--- src/rtl/conv2d_compute_stream.sv ---
// conv2d_compute_stream: single-MAC conv2D engine; loads a kernel, then sweeps the whole OFM with zero-padded halo.
// Optional macro RELU_EN clamps negative results to zero on wdata.
module conv2d_compute_stream #(
  parameter int DWIDTH     = 32,
  parameter int WT_DIM_MAX = 5,
  parameter int CWIDTH     = 16
) (
  input  logic                            clk,
  input  logic                            rst,
  input  logic                            start,
  input  logic [$clog2(WT_DIM_MAX+1)-1:0] wt_dim,
  input  logic [CWIDTH-1:0]               fm_dim,
  output logic                            idle,
  output logic                            done,
  output logic [CWIDTH-1:0]               cur_x,
  output logic [CWIDTH-1:0]               cur_y,
  output logic [$clog2(WT_DIM_MAX)-1:0]   cur_m,
  output logic [$clog2(WT_DIM_MAX)-1:0]   cur_n,
  input  logic [DWIDTH-1:0]               rdata,
  input  logic                            rdata_valid,
  output logic                            rdata_ready,
  output logic [DWIDTH-1:0]               wdata,
  output logic                            wdata_valid,
  input  logic                            wdata_ready
);
  localparam int WW = $clog2(WT_DIM_MAX + 1);
  localparam int MW = $clog2(WT_DIM_MAX);
  localparam int KW = $clog2(WT_DIM_MAX * WT_DIM_MAX);
  localparam int IW = CWIDTH + 2;

  typedef enum logic [2:0] {IDLE, READ_WT, COMPUTE, DRAIN, OUT} state_t;
  state_t state, state_nx;

  logic [WW-1:0] wd;
  logic [CWIDTH-1:0] fd, x, y;
  logic [MW-1:0] m, n;
  logic drain_cnt;
  logic signed [DWIDTH-1:0] wt [WT_DIM_MAX*WT_DIM_MAX];
  logic signed [DWIDTH-1:0] s1_d, s1_w, acc;
  logic s1_v;

  logic start_ok, rd_fire, wr_fire, n_last, m_last, x_last, pix_last, halo, adv, step;
  logic signed [IW-1:0] half, idx, idy, fds;
  logic [KW-1:0] widx;

  assign start_ok    = start && wt_dim[0] && wt_dim <= WW'(WT_DIM_MAX) && fm_dim != '0;
  assign half        = $signed(IW'(wd >> 1));
  assign idx         = $signed(IW'(x)) - half + $signed(IW'(n));
  assign idy         = $signed(IW'(y)) - half + $signed(IW'(m));
  assign fds         = $signed(IW'(fd));
  assign halo        = idx[IW-1] || idy[IW-1] || idx >= fds || idy >= fds;
  assign widx        = KW'(m) * KW'(wd) + KW'(n);
  assign n_last      = WW'(n) == wd - WW'(1);
  assign m_last      = WW'(m) == wd - WW'(1);
  assign x_last      = x == fd - CWIDTH'(1);
  assign pix_last    = x_last && y == fd - CWIDTH'(1);
  assign idle        = state == IDLE;
  assign rdata_ready = state == READ_WT || (state == COMPUTE && !halo);
  assign wdata_valid = state == OUT;
  assign rd_fire     = rdata_valid && rdata_ready;
  assign wr_fire     = wdata_valid && wdata_ready;
  assign adv         = state == COMPUTE && (halo || rdata_valid);
  assign step        = (state == READ_WT && rd_fire) || adv;
  assign cur_x       = x;
  assign cur_y       = y;
  assign cur_m       = m;
  assign cur_n       = n;
`ifdef RELU_EN
  assign wdata       = acc[DWIDTH-1] ? '0 : acc;
`else
  assign wdata       = acc;
`endif

  // state register
  always_ff @(posedge clk or negedge rst)
    if (!rst) state <= IDLE;
    else state <= state_nx;

  // next-state: weight load, window sweep, pipeline drain, output handshake
  always_comb begin
    state_nx = state;
    case (state)
      IDLE:    state_nx = start_ok ? READ_WT : IDLE;
      READ_WT: state_nx = rd_fire && n_last && m_last ? COMPUTE : READ_WT;
      COMPUTE: state_nx = adv && n_last && m_last ? DRAIN : COMPUTE;
      DRAIN:   state_nx = drain_cnt ? OUT : DRAIN;
      OUT:     state_nx = wr_fire ? (pix_last ? IDLE : COMPUTE) : OUT;
      default: state_nx = IDLE;
    endcase
  end

  // kernel (m,n) and pixel (x,y) counters, run configuration, done pulse
  always_ff @(posedge clk or negedge rst)
    if (!rst) begin
      {x, y, m, n, wd, fd, drain_cnt, done} <= '0;
    end else begin
      done      <= wr_fire && pix_last;
      drain_cnt <= state == DRAIN ? !drain_cnt : 1'b0;
      if (state == IDLE && start_ok) begin
        wd <= wt_dim;
        fd <= fm_dim;
        {x, y, m, n} <= '0;
      end else if (step) begin
        n <= n_last ? '0 : n + MW'(1);
        m <= n_last ? (m_last ? '0 : m + MW'(1)) : m;
      end else if (wr_fire && !pix_last) begin
        {m, n} <= '0;
        x <= x_last ? '0 : x + CWIDTH'(1);
        y <= x_last ? y + CWIDTH'(1) : y;
      end
    end

  // weight register file, written row-major during the load phase
  always_ff @(posedge clk or negedge rst)
    if (!rst) begin
      for (int i = 0; i < WT_DIM_MAX * WT_DIM_MAX; i++) wt[i] <= '0;
    end else if (state == READ_WT && rd_fire) begin
      wt[widx] <= $signed(rdata);
    end

  // two-stage MAC: register operands, then accumulate; cleared when the result is taken
  always_ff @(posedge clk or negedge rst)
    if (!rst) begin
      {s1_d, s1_w, acc, s1_v} <= '0;
    end else begin
      s1_v <= adv;
      s1_d <= halo ? '0 : $signed(rdata);
      s1_w <= wt[widx];
      acc  <= wr_fire ? '0 : (s1_v ? acc + s1_w * s1_d : acc);
    end
endmodule

--- config.mk ---
export PLATFORM = sky130hd
export DESIGN_NAME = conv2d_compute_stream
export DESIGN_NICKNAME = d
export VERILOG_FILES = /design/src/rtl/conv2d_compute_stream.sv
export SDC_FILE = /design/constraint.sdc
export NUM_CORES = 2
export LEC_CHECK = 0
export ABC_AREA = 1
export ABC_CLOCK_PERIOD_IN_PS = 17110
export CORE_MARGIN = 3
export CORE_UTILIZATION = 60
export CTS_BUF_LIST = sky130_fd_sc_hd__clkbuf_4 sky130_fd_sc_hd__clkbuf_8
export DETAILED_ROUTE_END_ITERATION = 16
export PLACE_DENSITY = 0.77
export SYNTH_ARGS = -nofsm -noshare
export SYNTH_HDL_FRONTEND = slang
export SYNTH_SLANG_ARGS = --single-unit
--- constraint.sdc ---
create_clock -name clk -period 17.11 [get_ports clk]
set_clock_uncertainty 0.15 [all_clocks]
set_input_delay 2.5665 -clock clk [delete_from_list [all_inputs] [get_ports clk]]
set_output_delay 2.5665 -clock clk [all_outputs]
set_load 0.05 [all_outputs]
==> impl_metrics.tcl <==
set metrics [dict create \
    crit_fanout 7 \
    synth_seq_cells 959 \
    drv_cap 0 \
    clk_path_buf_depth 3 \
    dieArea_um2 103800 \
    worstMarginPinSlew_ns 1.162 \
    vias 50014 \
    setup_viol 0 \
    cts_hold_buf 0 \
    worst_hold_path_type "reg -> reg" \
    die_h_um 322.1 \
    rsz0062_at_grt "false" \
    post_cts.repair.setup_buffers 0 \
    mappedNetlistNets 7802 \
    synth_common_cells "nand2_1 (2,325), dfrtp_1 (959), o21ai_0 (877)" \
    ys.flop_type "dfrtp_1" \
    synth-seq-area-share 0.4002 \
    area_growth_pct 9.204 \
    max_freq_mhz 110.0 \
    die_x_um 322.1 \
    yosysTopAreaCell "dfrtp_1" \
    grt_usage 0.3460 \
    finalMaxSlewViolations 0 \
    antenna_found_initial 4 \
    ioPinCount 130 \
    syn_inst 7120 \
    htreeDepth 4 \
    cts_tree "yes" \
    synth_warnings 0 \
    avgSynthCellArea_um2 8.421 \
    gp_routability_congestion 0.9486 \
    fin_ws_ns 8.018 \
    synth_edf_count 0 \
    synth_most_common_cell "nand2_1" \
    cts_resized 0 \
    cp.required_ns 14.39 \
    gr-total-overflow 0 \
    finalNetCount 7716 \
    crit_type "reg -> out" \
    netlist.area_leader.share 0.4002 \
    drtPass1Iterations 7 \
    ys_top_cells_by_area "dfrtp_1 (40%), fa_1 (15%), nand2_1 (15%), o21ai_0 (7.3%), inv_1 (5.0%)" \
    setup.worst_path.end_class "primary output" \
    cts_root_buffer "clkbuf_8" \
    wl_mm 174.8 \
    netlist_area_um2 59960 \
    nFillCells 8109 \
    synth-async-reset-ratio 1.000 \
    viasPerCell 5.921 \
    finalCritPeriodShare 0.5314 \
    antenna_left 0 \
    wire_per_inst_um 20.69 \
    numClockSinks 959 \
    grt_max_degree 176 \
    drtIter0Drc 5554 \
    floorplan.initialDensity 0.6075 \
    clk_pin_slew_ns 0.07 \
    status "finished, final reports clean" \
    port_buffers 129 \
    ys_types 63 \
    drc 0 \
    hold_viol 0 \
    drive_above_1_share 0.06539 \
    slew_headroom 0.2244 \
    place_ws_ns 8.986 \
    core.rowCount 115 \
    grt_pass1_wl_mm 279.4 \
    grt_pass1_vias 49255 \
    numCtsBuffers 160 \
    core_um2 98710 \
    cp_data_arrival_time_ns 6.38 \
    place.detailed.hpwl_mm 111.0 \
    layout_min_cycle_time_ns 9.092 \
    clkLatencyLatePin_ns 0.85 \
    finalSetupTns_ns 0 \
    startpoint_type "flop" \
]
## metrics by stage
step / util / cell area [um^2] / instances / hold slack (ns)
final: 0.6634 / 65480 / 8447 / 0.3141
after global routing: 0.6633 / 65470 / 8445 / 0.3280
after CTS: 0.6633 / 65470 / 8444 / 0.3169
after detailed placement: 0.6263 / 61820 / 8159 / 0.3010
after global placement: 0.6263 / 61820 / 8159 / 0.3016
after floorplan: - / 59960 / 7120 / 0.2812
## cell usage in the layout, fill, tap and decap left out, drive strengths merged, types with 116 or more instances in the layout
cell           instances
o21ai                914
clkbuf               246
nor2                 180
nand4                164
dfrtp                959
ha                   181
clkdlybuf4s50        128
fa                   445
inv                  813
nand2               2343
a22oi                130
nand3                116
## layout make-up
| class | count | area [um^2] | area share |
|---|---|---|---|
| repair buffers | 202 | 1882 | 0.02874 |
| well taps | 1287 | 1610 | 0.02459 |
| flip-flops and latches | 959 | 24000 | 0.3665 |
| diodes | 3 | 7.507 | 0.0001147 |
| clock inverters | 39 | 495.5 | 0.007567 |
| inverters | 808 | 3045 | 0.04651 |
| multi-input cells | 4903 | 31290 | 0.4778 |
| clock buffers | 246 | 3154 | 0.04817 |
## sequential cells by signal, summed over array words and instances, names as in the netlist
name / flops
drain_cnt: 1
fd: 16
cur_n: 3
s1_d: 32
cur_y: 16
state: 3
wdata: 32
cur_x: 16
wt: 800
done: 1
wd: 3
s1_w: 32
s1_v: 1
cur_m: 3
## metal layers
metal | global-route usage | routed length [um] | up-vias
met5 | 0 | 13 | -
met2 | 0.5275 | 77730 | 2738
met4 | 0.1509 | 8093 | 2
met1 | 0.4835 | 70350 | 24328
met3 | 0.07408 | 18560 | 537
li1 | - | - | 22409
## critical path: stages (launching register included)
cell	delay (ns)
dfrtp_1	0.46
inv_1	0.16
ha_1	0.25
fa_1	0.47
xor2_1	0.18
ha_1	0.37
inv_1	0.05
o21ai_0	0.17
nand3_1	0.14
nor2_1	0.18
nand3_2	0.15
nor3_4	0.23
nand3_1	0.13
nor2_1	0.13
xor2_1	0.18
ha_1	0.26
nand2_1	0.07
nor2_1	0.04
a41oi_1	0.22
nand3_1	0.12
a21oi_2	0.16
nand2_1	0.10
o21ai_0	0.41
clkdlybuf4s50_1	0.90
## cell families after synthesis
family	share of synthesized area
buf+inv	0.07978
flops	0.4002
xor+xnor	0.02095
simple gates	0.1969
compound gates	0.1158
fa+ha+maj	0.1863
## final timing paths
path	start	end	slack [ns]	depth (start not counted)
setup / recovery	cur_y[0]$_DFFE_PN0P_	rdata_ready	8.02	23
hold / removal	drain_cnt$_DFF_PN0_	drain_cnt$_DFF_PN0_	0.31	1
setup reg to reg	s1_d[5]$_DFF_PN0_	wdata[31]$_DFFE_PN0P_	9.25	26
hold reg to reg	drain_cnt$_DFF_PN0_	drain_cnt$_DFF_PN0_	0.31	1
max in group asynchronous	rst	wt[788]$_DFFE_PN0P_	11.89	4
min in group asynchronous	rst	cur_x[11]$_DFFE_PN0P_	1.55	1
Power is left out: the tool's default activity adds up to more than one toggle a clock period on the data nets, which glitch-free logic cannot reach.
